--- src/rtl/glob_pkg.sv ---
// Shared types and token decode for the glob_matcher wildcard matching FSM.
package glob_pkg;

    localparam int unsigned KIND_LSB  = 8;
    localparam int unsigned KIND_W    = 2;
    localparam int unsigned MAX_SYM_W = 32;

    typedef enum logic [1:0] {
        LIT  = 2'b00,
        ANY1 = 2'b01,
        ANYN = 2'b10,
        RSVD = 2'b11
    } tok_kind_t;

    typedef enum logic [2:0] {
        IDLE,
        FETCH,
        CMP,
        TAIL_FETCH,
        TAIL_CHK,
        DONE_OK,
        DONE_FAIL,
        ERR
    } state_t;

    // A token consumes exactly one sequence symbol when this returns 1.
    function automatic logic is_hit(input tok_kind_t kind,
                                    input logic [MAX_SYM_W-1:0] tok_sym,
                                    input logic [MAX_SYM_W-1:0] sym);
        return (kind == ANY1) || ((kind == LIT) && (tok_sym == sym));
    endfunction

endpackage

--- src/rtl/glob_matcher.sv ---
// Whole-sequence wildcard matcher (LIT / ? / *) with single-point greedy backtracking.
// Optional CMP-cycle counter output `steps` when GLOB_STEP_COUNT_EN is defined.
module glob_matcher
    import glob_pkg::*;
#(
    parameter int unsigned SYM_W     = KIND_LSB,
    parameter int unsigned SEQ_DEPTH = 64,
    parameter int unsigned PAT_DEPTH = 32,
    parameter int unsigned SA_W      = $clog2(SEQ_DEPTH + 1),
    parameter int unsigned PA_W      = $clog2(PAT_DEPTH + 1)
) (
    input  logic               clock,
    input  logic               reset,
    input  logic               start,
    input  logic [SA_W-1:0]    seq_len,
    input  logic [PA_W-1:0]    pat_len,
    output logic [SA_W-1:0]    seq_addr,
    input  logic [SYM_W-1:0]   seq_data,
    output logic [PA_W-1:0]    pat_addr,
    input  logic [SYM_W+1:0]   pat_data,
    output logic               busy,
    output logic               done,
    output logic               found,
`ifdef GLOB_STEP_COUNT_EN
    output logic [15:0]        steps,
`endif
    output logic               error
);

    localparam logic [SA_W-1:0] SEQ_MAX = SA_W'(SEQ_DEPTH);
    localparam logic [PA_W-1:0] PAT_MAX = PA_W'(PAT_DEPTH);

    state_t          state, state_n;
    logic [SA_W-1:0] s, s_n, mark, mark_n, seq_len_q, seq_len_n;
    logic [PA_W-1:0] p, p_n, star_p, star_p_n, pat_len_q, pat_len_n;
    logic            star_v, star_v_n;
    logic            busy_n, done_n, found_n, error_n;
    logic            idle_like;
    tok_kind_t       kind;
    logic            pat_left;

    assign kind      = tok_kind_t'(pat_data[SYM_W +: KIND_W]);
    assign pat_left  = (p < pat_len_q);
    assign idle_like = (state == IDLE) || (state == DONE_OK) ||
                       (state == DONE_FAIL) || (state == ERR);

    // Addresses come straight from the index registers; RAM data lands in the following state.
    assign seq_addr = s;
    assign pat_addr = p;

    always_ff @(posedge clock) begin
        if (reset) begin
            state     <= IDLE;
            s         <= '0;
            p         <= '0;
            mark      <= '0;
            star_p    <= '0;
            star_v    <= 1'b0;
            seq_len_q <= '0;
            pat_len_q <= '0;
            busy      <= 1'b0;
            done      <= 1'b0;
            found     <= 1'b0;
            error     <= 1'b0;
        end else begin
            state     <= state_n;
            s         <= s_n;
            p         <= p_n;
            mark      <= mark_n;
            star_p    <= star_p_n;
            star_v    <= star_v_n;
            seq_len_q <= seq_len_n;
            pat_len_q <= pat_len_n;
            busy      <= busy_n;
            done      <= done_n;
            found     <= found_n;
            error     <= error_n;
        end
    end

    always_comb begin
        state_n   = state;
        s_n       = s;
        p_n       = p;
        mark_n    = mark;
        star_p_n  = star_p;
        star_v_n  = star_v;
        seq_len_n = seq_len_q;
        pat_len_n = pat_len_q;

        case (state)
            IDLE, DONE_OK, DONE_FAIL, ERR: begin
                if (start) begin
                    seq_len_n = seq_len;
                    pat_len_n = pat_len;
                    s_n       = '0;
                    p_n       = '0;
                    star_v_n  = 1'b0;
                    state_n   = ((seq_len > SEQ_MAX) || (pat_len > PAT_MAX)) ? ERR : FETCH;
                end
            end
            FETCH: begin
                state_n = (s == seq_len_q) ? TAIL_FETCH : CMP;
            end
            CMP: begin
                if (pat_left && (kind == RSVD)) begin
                    state_n = ERR;
                end else if (pat_left && is_hit(kind, MAX_SYM_W'(pat_data[SYM_W-1:0]),
                                                MAX_SYM_W'(seq_data))) begin
                    s_n     = s + SA_W'(1);
                    p_n     = p + PA_W'(1);
                    state_n = FETCH;
                end else if (pat_left && (kind == ANYN)) begin
                    star_p_n = p;
                    mark_n   = s;
                    star_v_n = 1'b1;
                    p_n      = p + PA_W'(1);
                    state_n  = FETCH;
                end else if (star_v) begin
                    // Let the star swallow one more symbol and retry the rest of the pattern.
                    p_n     = star_p + PA_W'(1);
                    mark_n  = mark + SA_W'(1);
                    s_n     = mark + SA_W'(1);
                    state_n = FETCH;
                end else begin
                    state_n = DONE_FAIL;
                end
            end
            TAIL_FETCH: begin
                state_n = (p == pat_len_q) ? DONE_OK : TAIL_CHK;
            end
            TAIL_CHK: begin
                if (kind == ANYN) begin
                    p_n     = p + PA_W'(1);
                    state_n = TAIL_FETCH;
                end else if (kind == RSVD) begin
                    state_n = ERR;
                end else begin
                    state_n = DONE_FAIL;
                end
            end
            default: state_n = IDLE;
        endcase

        busy_n  = (state_n == FETCH) || (state_n == CMP) ||
                  (state_n == TAIL_FETCH) || (state_n == TAIL_CHK);
        done_n  = (state_n == DONE_OK) || (state_n == DONE_FAIL) || (state_n == ERR);
        found_n = (state_n == DONE_OK);
        error_n = (state_n == ERR);
    end

`ifdef GLOB_STEP_COUNT_EN
    // Saturating count of CMP cycles for the current job.
    always_ff @(posedge clock) begin
        if (reset) begin
            steps <= '0;
        end else if (idle_like && start) begin
            steps <= '0;
        end else if ((state == CMP) && (steps != 16'hFFFF)) begin
            steps <= steps + 16'd1;
        end
    end
`else
    logic unused_idle_like;
    assign unused_idle_like = idle_like;
`endif

endmodule
--- config.mk ---
export PLATFORM = sky130hd
export DESIGN_NAME = glob_matcher
export DESIGN_NICKNAME = d
export VERILOG_FILES = /design/src/rtl/glob_pkg.sv /design/src/rtl/glob_matcher.sv
export SDC_FILE = /design/constraint.sdc
export NUM_CORES = 1
export LEC_CHECK = 0
export CORE_ASPECT_RATIO = 1.25
export CORE_MARGIN = 2
export CORE_UTILIZATION = 45
export DETAILED_ROUTE_END_ITERATION = 6
export GPL_ROUTABILITY_DRIVEN = 0
export GPL_TIMING_DRIVEN = 0
export PLACE_DENSITY = 0.68
export SYNTH_ARGS = -nofsm -noshare
export SYNTH_HDL_FRONTEND = slang
export SYNTH_SLANG_ARGS = --single-unit
--- constraint.sdc ---
create_clock -name clock -period 5.9 [get_ports clock]
set_clock_uncertainty 0.05 [all_clocks]
set_input_delay 0.885 -clock clock [delete_from_list [all_inputs] [get_ports clock]]
set_output_delay 0.885 -clock clock [all_outputs]
set_load 0.005 [all_outputs]
==> run metrics, run 1 <==
fraction of layout cells with a size suffix above 1 between 8 and 9%; vias after detailed routing around 2700; Final min period about 2.9 ns; root buffer cell sky130_fd_sc_hd__clkbuf_8; Hold/Removal Path Class reg -> reg; clk buf depth 2; first-pass GRT wire length 12.08 mm; growth of design area from synthesis to finish 23.76%; Std-Cell Core Area 6206 sq um; post-detailed-placement half-perimeter wirelength 5.691 mm; multi-input logic area 1862 sq um; number of endpoints failing setup at the final stage 0; initial cell density of the core a little under half; initial antenna violation count 0; R2R Setup Slk between 3 and 4 ns; final-stage net count 442; final core area utilization approximately three fifths; Clk network pwr share approximately 21%; Warnings, synthesis 0; Avg Inst Size Synth 8.482 sq um; sw frac around 40%; Comb power frac ~47%; Total Wirelength 7.478 mm; Synth top area share around 32%; post-route cell area about 3600 sq um; Critical Path RT around 6 ns; pin count of the biggest net entering global routing 17; Buf/Inv on CP 1; H-tree depth 2; Worst R2R Path Depth 8; Synth Net Count between 300 and 400; P per Cell Area approximately 340 nW/um^2; total number of clock tree sinks between 40 and 50; launching point of the worst reg2reg path pat_addr[3]$_SDFFE_PP0P_; transition time at the pin with the least slew margin around 0.75 ns; Initial DRC Count 180; post-placement setup slack around 2.7 ns; TritonCTS clock tree built; Pins Over Slew Limit 0; highest-delay cell along the critical path sky130_fd_sc_hd__or4_4; share of flip-flops with an asynchronous set or reset 0%; Wirelength per Cell around 15 um; post-cts repair resize count 0; first-pass iteration count of the detailed router 4; Hold EP pat_len_q[2]$_SDFFE_PP0P_; die width roughly 76 um; die area 7148 sq um; peak supply drop 182.8 uV; detailed-route DRC error count 0; synth top area cells sky130_fd_sc_hd__dfxtp_1 (32%), sky130_fd_sc_hd__mux2i_1 (8.9%), sky130_fd_sc_hd__nor2_1 (4.9%); fraction of the yosys area taken by sequential cells between 30% and 40%; hold-fix buffer count after cts 0; arrival time of the worst setup path ~3 ns; top cell family by delay on the critical path simple AND/OR/NAND/NOR gates; critical path capture point type flop; post-route setup TNS 0 ns; all-layer global routing usage about a fifth; classification of the worst setup path in -> reg; total grt overflow 0; slowest stage delay, CP 0.56 ns; RSZ-0062 raised after global routing no; netlist area before placement between 2000 and 3000 sq um; Fin. Hold Viols 0; leakage power total about 1.4 nW; post-route clock period utilization around 50%; worst flop-to-flop path endpoint mark[1]$_SDFFE_PP0P_; ant diodes 0; cell row count 32; kind of launch point of the worst setup path input pin; cell depth of the worst min-delay path 2; number of synthesized flops with an enable pin 0; share of power burned in registers between 30% and 40%; gate count after technology mapping roughly 340; Min-Delay Startpoint pat_len_q[2]$_SDFFE_PP0P_; critical-path cell list clkdlybuf4s50_1, or4_4, o31ai_4, nand3_2, a221oi_2, o21ai_2, o21a_1, nor3_1; top-level port count 51; Netlist cell types between 50 and 60; Maximum Capacitance Violations 0; most frequent cells in the layout sky130_fd_sc_hd__dfxtp_1 (47), sky130_fd_sc_hd__clkdlybuf4s50_1 (47), sky130_fd_sc_hd__nor2_1 (38); buffers inserted by post-CTS timing repair 0; count of buffers inserted at the top-level ports 47; antenna-violating nets left 0; most instantiated flip-flop cell in the synthesis netlist sky130_fd_sc_hd__dfxtp_1; overall power of the completed layout around 1.2 mW; cell type with the highest aggregate area in the netlist sky130_fd_sc_hd__dfxtp_1; number of buffers inserted during clock tree synthesis 5; post-placement cell area 3495 sq um; register bit total from synthesis 47; Clock Pin Slew Worst Setup and Hold Paths roughly 0.09 ns; die extent in y approximately 94 um; FF+latch area between 900 and 1000 sq um; vias in the first global route ~2600; net switching power between 0.4 and 0.5 mW; Max Clk Rate between 300 and 400 MHz; post-DR vias/cell around 5.6; CP max FO 6; final worst-path setup slack ~3.0 ns; source-to-sink clock delay at the later pin of the worst-skew pair 0.31 ns; status complete, no violations; Slew headroom 50.01%; Filler Cells Inserted 560; Cell Int Power 0.7317 mW
## worst register-to-register path: cells and delay by family (launching register included)
| family | cells | cell delay, ns |
|---|---|---|
| AND/OR/NAND/NOR | 2 | 0.37 |
| adder cells (fa/ha/maj) | 1 | 0.29 |
| flip-flops | 1 | 0.46 |
| buffers and inverters | 1 | 0.37 |
| AO/OA/AOI/OAI | 2 | 0.38 |
| multiplexers | 2 | 0.50 |
## power groups by stage
| stage | combinational [mW] | clock (mW) | sequential [mW] |
|---|---|---|---|
| finish | 0.571 | 0.248 | 0.395 |
| CTS | 0.567 | 0.253 | 0.396 |
| detailed placement | 0.564 | 0 | 0.403 |
| global route | 0.624 | 0.266 | 0.402 |
| global placement | 0.559 | 0 | 0.400 |
| floorplan | 0.416 | 0 | 0.395 |
## worst max-delay path by stage
stage / start / endpoint / slack, ns / cells after the start
global route: seq_len[3] / busy$_SDFF_PP0_ / 2.88 / 8
global placement: seq_len[3] / busy$_SDFF_PP0_ / 2.72 / 8
floorplan: seq_len[3] / busy$_SDFF_PP0_ / 3.38 / 7
CTS: seq_len[3] / busy$_SDFF_PP0_ / 3.00 / 8
detailed placement: seq_len[3] / busy$_SDFF_PP0_ / 2.69 / 8
finish: seq_len[3] / busy$_SDFF_PP0_ / 3.01 / 8
## synth_stat cells, types with 4 or more instances
| master | instances |
|---|---|
| sky130_fd_sc_hd__ha_1 | 10 |
| sky130_fd_sc_hd__buf_2 | 5 |
| sky130_fd_sc_hd__nand4_1 | 5 |
| sky130_fd_sc_hd__xnor2_1 | 10 |
| sky130_fd_sc_hd__nor3b_1 | 4 |
| sky130_fd_sc_hd__and2_1 | 4 |
| sky130_fd_sc_hd__xor2_1 | 15 |
| sky130_fd_sc_hd__o21ai_0 | 4 |
| sky130_fd_sc_hd__a31oi_1 | 9 |
| sky130_fd_sc_hd__o21ai_1 | 11 |
| sky130_fd_sc_hd__nand3_1 | 16 |
| sky130_fd_sc_hd__nand2_1 | 19 |
| sky130_fd_sc_hd__clkbuf_1 | 12 |
| sky130_fd_sc_hd__nor2_1 | 38 |
| sky130_fd_sc_hd__inv_1 | 12 |
| sky130_fd_sc_hd__dfxtp_1 | 47 |
| sky130_fd_sc_hd__a21oi_1 | 17 |
| sky130_fd_sc_hd__or3_1 | 5 |
| sky130_fd_sc_hd__o21a_1 | 6 |
| sky130_fd_sc_hd__o32ai_1 | 5 |
| sky130_fd_sc_hd__mux2i_1 | 26 |
| sky130_fd_sc_hd__and3_1 | 7 |
| sky130_fd_sc_hd__nor3_1 | 5 |
## kinds of logic after synthesis
group	synth area share, %
buffers and inverters	3.945
flip-flops	32.25
XOR/XNOR	7.504
AO/OA/AOI/OAI	19.47
adder cells (fa/ha/maj)	4.288
multiplexers	10.08
AND/OR/NAND/NOR	22.47
## stage by stage
step	hold WS, ns	cells
floorplan	0.4134	344
global placement	0.4297	476
detailed placement	0.4358	476
CTS	0.4595	484
global route	0.4787	484
finish	0.4534	484
## registers in the layout, summed over array words and instances (netlist names), 3 cells and up
name	cells
mark	7
seq_addr	7
seq_len_q	7
pat_addr	6
pat_len_q	6
star_p	6
state	3
## layout make-up
type | instances | share of cell area, %
multi-input combinational | 268 | 51.56
timing repair buffer | 47 | 13.03
clock buffer | 5 | 1.906
sequential | 47 | 26.06
inverter | 12 | 1.247
tap | 85 | 2.945
clock inverter | 3 | 1.317
buffer | 17 | 1.940
## routing by layer
metal | track usage (%) | routed length (um) | up-vias | share of wire [%]
met2 | 39.06 | 3872 | 51 | 52
met5 | 0 | 0 | - | 0
met1 | 24.42 | 3155 | 1271 | 42
met4 | 7.727 | 159 | 0 | 2.1
met3 | 3.558 | 291 | 13 | 3.9
li1 | - | - | 1352 | -
No activity file was read; power rests on OpenSTA's default activity.
==> run 2: changes to the inputs <==
==> constraint.sdc (replaced) <==
create_clock -name clock -period 2.92 [get_ports clock]
set_clock_uncertainty 0.05 [all_clocks]
set_input_delay 0.438 -clock clock [delete_from_list [all_inputs] [get_ports clock]]
set_output_delay 0.438 -clock clock [all_outputs]
set_load 0.005 [all_outputs]
==> results of run 2 <==
The final DEF is identical to that of run 1. Status: complete, no violations.
Main changes from that run: setup slack after placement 2.691 ns -> 0.1577 ns; clock-pin slew on the worst setup and hold paths 0.09 ns -> 0.10 ns; setup slack after layout 3.014 ns -> 0.3655 ns; start point of the critical path seq_len[3] -> pat_addr[3]$_SDFFE_PP0P_; end point of the critical path busy$_SDFF_PP0_ -> mark[1]$_SDFFE_PP0P_; register-to-register setup slack 3.35 ns -> 0.37 ns; total power 1.214 mW -> 2.454 mW; worst IR drop on VDD 182.8 uV -> 369.4 uV
